`config.mk`:
```
export PLATFORM = sky130hd
export DESIGN_NAME = imem_fetch_sequencer
export DESIGN_NICKNAME = d
export VERILOG_FILES = /design/src/rtl/imem_fetch_sequencer.sv
export SDC_FILE = /design/constraint.sdc
export NUM_CORES = 1
export LEC_CHECK = 0
export CORE_UTILIZATION = 25
export DETAILED_ROUTE_END_ITERATION = 7
export SYNTH_ARGS = -nofsm -noshare
export SYNTH_HDL_FRONTEND = slang
export SYNTH_SLANG_ARGS = --single-unit
```
`constraint.sdc`:
```
create_clock -name clk -period 2.3 [get_ports clk]
set_clock_uncertainty 0.2 [all_clocks]
set_input_delay 0.46 -clock clk [delete_from_list [all_inputs] [get_ports clk]]
set_output_delay 0.46 -clock clk [all_outputs]
set_load 0.03 [all_outputs]
```
`src/rtl/imem_fetch_sequencer.sv`:
```
// Instruction fetch sequencer: assembles 32-bit big-endian instructions from a byte-wide
// memory with four sequential reads, then holds each one for decode under valid/ready.
module imem_fetch_sequencer #(
  parameter int unsigned ADDR_W   = 8,
  parameter logic [31:0] RESET_PC = 32'h0
) (
  input  logic              clk,
  input  logic              reset,
  output logic [ADDR_W-1:0] mem_addr,
  output logic              mem_rd_en,
  input  logic [7:0]        mem_data,
  output logic [31:0]       instr_out,
  output logic [31:0]       instr_pc,
  output logic              instr_valid,
  input  logic              instr_ready,
  input  logic              redirect_valid,
  input  logic [31:0]       redirect_pc,
  output logic              align_err
);

  typedef enum logic [2:0] {
    BYTE0 = 3'd0,
    BYTE1 = 3'd1,
    BYTE2 = 3'd2,
    BYTE3 = 3'd3,
    HOLD  = 3'd4
  } state_t;

  state_t            state_reg, state_next;
  logic [31:0]       pc_reg, pc_next;
  logic [7:0]        lane_reg [3];
  logic [2:0]        lane_en;
  logic [31:0]       instr_out_reg;
  logic [31:0]       instr_pc_reg;
  logic              instr_valid_reg;
  logic              align_err_reg;
  logic              transfer;
  logic [ADDR_W-1:0] byte_offset;

  assign transfer = instr_valid_reg & instr_ready;

  always_ff @(posedge clk) begin
    if (reset) begin
      state_reg <= BYTE0;
      pc_reg    <= RESET_PC;
    end else begin
      state_reg <= state_next;
      pc_reg    <= pc_next;
    end
  end

  // A redirect overrides both the byte sequence and the pc+4 advance.
  always_comb begin
    state_next = state_reg;
    pc_next    = pc_reg;
    case (state_reg)
      BYTE0: state_next = BYTE1;
      BYTE1: state_next = BYTE2;
      BYTE2: state_next = BYTE3;
      BYTE3: state_next = HOLD;
      HOLD: begin
        if (transfer) begin
          state_next = BYTE0;
          pc_next    = pc_reg + 32'd4;
        end
      end
      default: state_next = BYTE0;
    endcase
    if (redirect_valid) begin
      state_next = BYTE0;
      pc_next    = {redirect_pc[31:2], 2'b00};
    end
  end

  always_comb begin
    mem_rd_en   = 1'b0;
    byte_offset = '0;
    case (state_reg)
      BYTE0: begin mem_rd_en = 1'b1; byte_offset = ADDR_W'(0); end
      BYTE1: begin mem_rd_en = 1'b1; byte_offset = ADDR_W'(1); end
      BYTE2: begin mem_rd_en = 1'b1; byte_offset = ADDR_W'(2); end
      BYTE3: begin mem_rd_en = 1'b1; byte_offset = ADDR_W'(3); end
      default: begin mem_rd_en = 1'b0; byte_offset = '0; end
    endcase
    mem_addr = pc_reg[ADDR_W-1:0] + byte_offset;
  end

  // Lanes 0..2 are latched as they arrive; lane 3 goes straight from mem_data into instr_out.
  genvar gi;
  generate
    for (gi = 0; gi < 3; gi++) begin : g_lane_en
      assign lane_en[gi] = (state_reg == state_t'(3'(gi)));
    end
  endgenerate

  always_ff @(posedge clk) begin
    for (int i = 0; i < 3; i++) begin
      if (lane_en[i]) lane_reg[i] <= mem_data;
    end
  end

  always_ff @(posedge clk) begin
    if (reset) begin
      instr_out_reg   <= 32'h0;
      instr_pc_reg    <= 32'h0;
      instr_valid_reg <= 1'b0;
      align_err_reg   <= 1'b0;
    end else begin
      if (state_reg == BYTE3 && !redirect_valid) begin
        instr_out_reg   <= {lane_reg[0], lane_reg[1], lane_reg[2], mem_data};
        instr_pc_reg    <= pc_reg;
        instr_valid_reg <= 1'b1;
      end else if (transfer) begin
        instr_valid_reg <= 1'b0;
      end
      if (redirect_valid) begin
        instr_valid_reg <= 1'b0;
        if (redirect_pc[1:0] != 2'b00) align_err_reg <= 1'b1;
      end
    end
  end

  assign instr_out   = instr_out_reg;
  assign instr_pc    = instr_pc_reg;
  assign instr_valid = instr_valid_reg;
  assign align_err   = align_err_reg;

endmodule

```
# Yosys cells after proc, flatten, opt, wreduce, memory -nomap -nowiden
# Memory sizes are Yosys's and may differ from the RTL's. A register that Yosys moved wholly into a read port is not among the register bits.
# Cells that the tools add are included.
# totals
register_bits	101
ram_bits	24
inputBits	44
output_inout_bits	75
wordCells	51
n_memories	1
# op_classes
addsub	2
eq_ne	5
n_mux	21
n_bitwise	1
reduce_logical	14
# mem_list
memory	words	width	rd	rd_clocked_by_memory_dff	write_ports	line	rtl
lane_reg	3	8	3	3	1	31	logic [7:0] lane_reg [3];
# op_table
cell	count
$mux W32	3
$add A32 B3 Y32 const B	1
$mux W8	2
$reduce_or A8 Y1	2
$pmux W3 S5	1
$mux W1	11
$add A8 B8 Y8	1
$reduce_bool A2 Y1	4
$eq A3 B2 Y1 const B	2
$pmux W2 S3	1
$reduce_and A2 Y1	3
$mux W2	2
$reduce_or A4 Y1	1
$eq A3 B1 Y1 const B	1
$eq A3 B3 Y1 const B	1
$logic_not A3 Y1	1
$mux W3	1
$ne A2 B2 Y1 const B	1
$reduce_or A2 Y1	1
$and A1 B1 Y1	1
$logic_and A1 B1 Y1	1
$logic_not A1 Y1	1

# Depth between registers and ports, before layout
# Gate-level depths: netlist of the first run.
# depth
word_depth	6
depth_mapped	7
depth_no_buf	5

# Worst setup path before layout of the first run
# OpenSTA, ideal clock, no wires.
# synth_path
path_type	reg2reg
start	register state_reg[0]
end	register pc_reg[23]
setup_ps	91
arrival_time_ps	2093
required_time_ps	2009
path_slack_ps	-84
path_stages_with_launch	7
n_path_buf	2
synth_period_minus_slack_ps	2384
cell_sequence	dfxtp_1 buf_6 or3b_1 buf_6 or4_4 or4_1 a311oi_1
# synth_via
elab_chain_cells	3
# synth_lines
element	line	rtl
start: declaration	29	state_t state_reg, state_next;
start signal: assignment	47	state_reg <= state_next;
$eq A3 B3 Y1	56	case (state_reg)
$reduce_bool A2 Y1 (no source line)	--	
$reduce_and A2 Y1 (no source line)	--	
end signal: assignment	48	pc_reg <= pc_next;
end: declaration	30	logic [31:0] pc_reg, pc_next;
# No other way between the ends.
# A chain may end at the register's enable or synchronous reset.

# Worst setup path in the final report of the first run
# layout_path
start	register pc_reg[5]
end	output port mem_addr[5]
# layout_via
elab_chain_cells	1
# layout_lines
element	line	rtl
$add A8 B8 Y8	85	mem_addr = pc_reg[ADDR_W-1:0] + byte_offset;
end: declaration	9	output logic [ADDR_W-1:0] mem_addr,
# No other way between the ends.

==> metrics.cfg, run 1 <==
[min_path]
holdPathEnd=align_err
hold_depth=2
min_from=align_err
worstHoldPathType=reg2reg

[routing]
dr.pass1.iters=5
viasPerCell=4.632
postRouteAntennaNets=0
drc_errors=0
drt_wl_total_um=14680
wl_per_cell_um=14.96
drt_iter0_markers=285
vias=4544

[flow_run]
maxCapViolCount=0

[sta]
max_freq_ghz=0.4456
hold_ws_ps=245.7
hold_viol_final=0
rsz0062_at_grt=true
fin_crit_ps=2244
fin_tns_setup_ps=0
post-route-period-util_pct=97.58
final_max_slew_viol_count=0
setup_viol=0

[final_layout]
ff_latch_area_mm2=0.002663
fin_nets=748
fin_cells=981
multi_input_comb_area_mm2=0.002059
final_common_cell=nand2_1
num_antenna_cells=0
largest_reg_flops=32
drive_above_1_share_pct=13.83
fillCellCount=1993
final_cell_mix=nand2_1, clkdlybuf4s50_1, dfxtp_1
syn2layout_area_growth_pct=47.11

[place]
placedCellCount=947
port_buffers=116
gp_congestion=0.7955
dp_hpwl_um=10220

[synthesis]
yosys_warnings=0
synth_cell_types=44
ys_ff_latch=121
synth.largest_area_cell=dfxtp_1
synthTopCellsByArea=dfxtp_1, edfxtp_1, nand2_1, a21oi_1, clkbuf_1
syn_area_mm2=0.004980
yosys.area_share.simple_pct=23.42
seq_area_frac_synth_pct=53.47
syn_area_per_cell_um2=8.861
synthFlopType=dfxtp_1
synth_top_family_by_area=simple AND/OR/NAND/NOR gates
async_reset_ff_share_pct=0
synth_compound_area_share_pct=14.97
synth-adder-area-share_pct=0.2513
synth.top_cell.area_share_pct=38.99
postSynthCellCount=562
synth-edff-count=24
synthMuxAreaShare_pct=0.4020
synth-xor-area-share_pct=1.407

[power]
power_density_mw_per_mm2=727.1
peakVddDrop_uv=507.5
fin_total_pwr_uw=5327
p_leak_uw=0.002529

[clock_tree]
cts_tree=done
root_buffer=clkbuf_16
cts_inserted_buffers=17
cts_sinks=121
insertion_delay_ps=410
clockBufferDepth=2
clk_pin_slew_ps=60
htreeDepth=4

[critical_path]
required_ps=1640
worstPathArrival_ps=1580
worstRegToRegCells=4
worstSetupPathType=reg2out
r2r_slack_ps=60
worstReg2RegEnd=pc_reg[15]
rr_startpoint=state_reg[0]
end_kind=output port
crit_fanout=5
start_kind=register

[grt]
grt_overflow_total=0
grtUsageTotal_pct=14.73
antenna_found_initial=0
grt_pass1_vias=4195
grt_pass1_wl_um=22720
grt_max_degree=45

[floorplanning]
fp.dieH_um=143.1
row_count=51
dieArea_mm2=0.02049
io_pins=119
coreArea_mm2=0.01946
initial_core_util_pct=25.59
die_w_um=143.1

[status]
status=complete, no violations

## metrics by stage
| step | utilization [%] | worst slack (ps) | area, µm² |
|---|---|---|---|
| 2_1_floorplan | - | -67.53 | 4987 |
| 3_3_place_gp | 34.34 | -303.1 | 6683 |
| 3_5_place_dp | 34.34 | -314.4 | 6683 |
| 4_1_cts | 37.38 | 6.061 | 7276 |
| 5_1_grt | 37.64 | -7.369 | 7326 |
| 6_report | 37.64 | 55.72 | 7326 |
## cell type report
class                      count  share of cell area (%)
timing repair buffer         172                   22.15
clock inverter                12                   1.913
inverter                      14                  0.7173
tap                          265                   4.526
multi-input combinational    377                   28.11
clock buffer                  20                   6.234
sequential                   121                   36.34
## synthesized netlist by cell type, types with 9 or more instances
library cell	number
a211oi_1	15
a21oi_1	64
a311oi_1	13
buf_4	9
clkbuf_1	34
dfxtp_1	97
edfxtp_1	24
inv_1	14
nand2_1	140
nand3_1	11
nand4_1	13
nor2_1	22
nor4_1	13
or4_1	9
## timing repair
action,in CTS,in global routing
setup endpoints to repair,3,14
hold buffers,0,0
gates resized for setup,3,10
setup buffers,0,2
## worst max-delay path by stage
stage	end	slack [ps]	from
floorplan	pc_reg[23]	-70	state_reg[2]
global placement	pc_reg[23]	-300	instr_ready
detailed placement	pc_reg[21]	-310	instr_ready
global route	pc_reg[21]	-7	state_reg[2]
CTS	mem_addr[6]	6	pc_reg[6]
finish	mem_addr[5]	60	pc_reg[5]
## power by group
| group | leakage (µW) | switching, µW | internal (µW) |
|---|---|---|---|
| logic | 0.00123 | 201 | 176 |
| registers | 0.00102 | 48.9 | 2230 |
| clock network | 0.000284 | 1010 | 1660 |
## cells by family (layout without fill, tap and decap cells)
group | count (synthesis) | in the layout
fa+ha+maj | 1 | 1
mux | 2 | 2
flops | 121 | 121
other cells | 1 | 2
buf+inv | 65 | 218
simple gates | 246 | 246
compound gates | 118 | 118
xor+xnor | 8 | 8
## metal layers
layer / vias to the layer above / GRT usage (%) / wire [µm]
li1: 2271 / - / -
met1: 2119 / 19.46 / 6878
met2: 141 / 22.80 / 6670
met3: 13 / 4.326 / 896
met4: 0 / 4.867 / 233
met5: - / 0 / 0
## critical path: stages, from the launching register on
cell and delay (ps):
dfxtp_1 350, buf_4 160, clkdlybuf4s50_1 670
Note: power is estimated with default switching activity, not from simulation.
==> inputs of run 2 (changes only) <==
==> constraint.sdc (replaced) <==
create_clock -name clk -period 2.3 [get_ports clk]
set_clock_uncertainty 0.2 [all_clocks]
set_input_delay 0.345 -clock clk [delete_from_list [all_inputs] [get_ports clk]]
set_output_delay 0.345 -clock clk [all_outputs]
set_load 0.03 [all_outputs]
==> run 2 against run 1 <==
  * Maximum frequency increased by 0.46%
  * Clock power is 4% higher
  * Non-clock buffer count shrank 6
  * Utilization is 0.22 points lower
  * Global-route usage is 0.13 points higher
  * Combinational power is 1% lower
  * Critical path depth grew 2
  * Routed wire length is 0.37% higher
  * Critical endpoint is now pc_reg[23]
  * Sequential power is essentially flat
==> metrics.cfg, run 2 (synthesis gave the netlist of run 1 again) <==
[status]
status=complete, no violations

[power]
combPwrFrac_pct=6.9  ; -0.2 points
peakVddDrop_uv=479.0  ; -5.6%
fin_total_pwr_uw=5427  ; +1.9%
p_int_uw=4128  ; +1.4%
p_sw_uw=1299  ; +3.5%
p_leak_uw=0.002443  ; -3.4%
seqPwrFrac_pct=42.0  ; -0.8 points
p_clk_share_pct=51.1  ; +1.0 points
power_density_mw_per_mm2=745.1  ; +2.5%
switching_share_pct=23.94  ; +0.37 points

[critical_path]
worstSetupPathType=reg2reg
worstPathArrival_ps=2360  ; +780 ps
start_kind=register
max_stage_delay_ps=540  ; -130 ps
crit_fanout=6  ; +1
cp_slowest_cell=or4_4
path_cells=or3b_4, or4_4, or4_1, a311oi_1
end_kind=register
required_ps=2430  ; +790 ps

[sta]
hold_viol_final=0  ; unchanged
slew_headroom_pct=61.68
setup_viol=0  ; unchanged
post-route-period-util_pct=97.13  ; -0.45 points
fin_tns_setup_ps=0  ; unchanged
fin_crit_ps=2234  ; -10.35 ps
max_freq_ghz=0.4476  ; +0.46%
final_max_slew_viol_count=0  ; unchanged
worst_pin_slew_ps=574.8

[final_layout]
multi_input_comb_area_mm2=0.002058  ; about the same
fillCellCount=1986  ; -0.35%
num_antenna_cells=0  ; unchanged
final_cell_mix=nand2_1, clkdlybuf4s50_1, dfxtp_1
final_common_cell=nand2_1
fin_cells=975  ; -0.61%
syn2layout_area_growth_pct=46.26
drive_above_1_share_pct=13.24  ; -0.59 points
ff_latch_area_mm2=0.002663  ; unchanged
utilization_pct=37.42  ; -0.22 points
largest_reg_flops=32  ; unchanged
fin_nets=742  ; -0.80%

[place]
port_buffers=116  ; unchanged
dp_hpwl_um=10130  ; -0.92%
gp_congestion=0.7848  ; -1.3%
placedCellCount=942  ; -0.53%

[routing]
drt_wl_total_um=14730  ; +0.37%
postRouteAntennaNets=0  ; unchanged
drc_errors=0  ; unchanged
wl_per_cell_um=15.11  ; +0.99%
vias=4539  ; -0.11%
viasPerCell=4.655  ; +0.50%
drt_iter0_markers=206  ; -28%
dr.pass1.iters=5  ; unchanged

[clock_tree]
root_buffer=clkbuf_16
clk_pin_slew_ps=60  ; about the same
insertion_delay_ps=420  ; about the same
clockBufferDepth=2  ; unchanged
cts_inserted_buffers=17  ; unchanged
cts_sinks=121  ; unchanged
htreeDepth=4  ; unchanged
holdBufCountCts=0  ; unchanged
cts_tree=done

[floorplanning]
coreArea_mm2=0.01946  ; unchanged
initial_core_util_pct=25.59  ; unchanged
die_w_um=143.1  ; unchanged
io_pins=119  ; unchanged
row_count=51  ; unchanged
dieArea_mm2=0.02049  ; unchanged
fp.dieH_um=143.1  ; unchanged

[grt]
grt_max_degree=55  ; +22%
grtUsageTotal_pct=14.86  ; +0.13 points
antenna_found_initial=0  ; unchanged
grt_pass1_vias=4186  ; -0.21%
grt_overflow_total=0  ; unchanged
grt_pass1_wl_um=22960  ; +1.0%

[min_path]
worstHoldPathType=in2reg

[flow_run]
maxCapViolCount=0  ; unchanged

==> run 2: changes by cell type in the layout (fill, tap and decap cells not counted), moves of 2 or more <==
cell             before  now
clkinvlp_4            3    1
clkdlybuf4s50_1     107  113
clkbuf_8              2    0
buf_4                53   47
dlymetal6s2s_1        5    0
inv_6                 3    6
==> run 2: path summary, 6_finish.rpt <==
kind,startpoint,endpoint,slack [ps],cells past startpoint
setup reg to reg,state_reg[2],pc_reg[23],70,4
hold reg to reg,align_err,align_err,250,2
setup / recovery,state_reg[2],pc_reg[23],70,4
hold / removal,reset,instr_pc[28],110,2
==> run 2: stage by stage <==
step | worst slack [ps] | area, µm² | hold slack, ps
global placement | -176.1 | 6645 | 236.9
global route | -1.025 | 7283 | 135.4
floorplan | -67.53 | 4987 | 243.9
finish | 66.06 | 7283 | 112.8
detailed placement | -203.1 | 6645 | 245.7
CTS | 17.57 | 7261 | 103.4
==> run 2: cell type report <==
class                   count  share of cell area [%]
well taps                 265                   4.552
inverters                  14                  0.7215
flip-flops and latches    121                   36.56
clock inverters            15                   2.560
clock buffers              17                   5.841
repair buffers            166                   21.51
multi-input cells         377                   28.26
==> run 2: repair_timing <==
| action | 4_1_cts | 5_1_grt |
|---|---|---|
| setup endpoints to repair | 3 | 9 |
| pin swaps | 0 | 1 |
| gates resized for setup | 4 | 3 |
| setup buffers | 0 | 1 |
==> run 2: power by group through the flow <==
stage / clock network (µW) / registers (µW) / logic (µW)
after floorplan: 0 / 2330 / 176
after global placement: 0 / 2330 / 371
after detailed placement: 0 / 2330 / 373
after CTS: 2830 / 2280 / 375
after global routing: 2940 / 2290 / 404
final: 2770 / 2280 / 373
==> run 2: critical path, delay by kind of cell (launching register included) <==
family          cells  cell delay (ps)
flops               1              330
simple gates        3             1360
compound gates      1              250
==> run 2: metal layers <==
| layer | vias up | global-route usage (%) | part of all wire [%] |
|---|---|---|---|
| met1 | 2124 | 19.13 | 47 |
| met2 | 137 | 23.77 | 46 |
| met5 | - | 0 | 0 |
| li1 | 2261 | - | - |
| met3 | 17 | 3.689 | 5.5 |
| met4 | 0 | 5.716 | 1.6 |
==> inputs of run 3 (changes only) <==
- SLEW_MARGIN: not set -> 20
==> results of run 3 <==
Same layout as run 2: the final DEF is identical, and so are final timing and power.
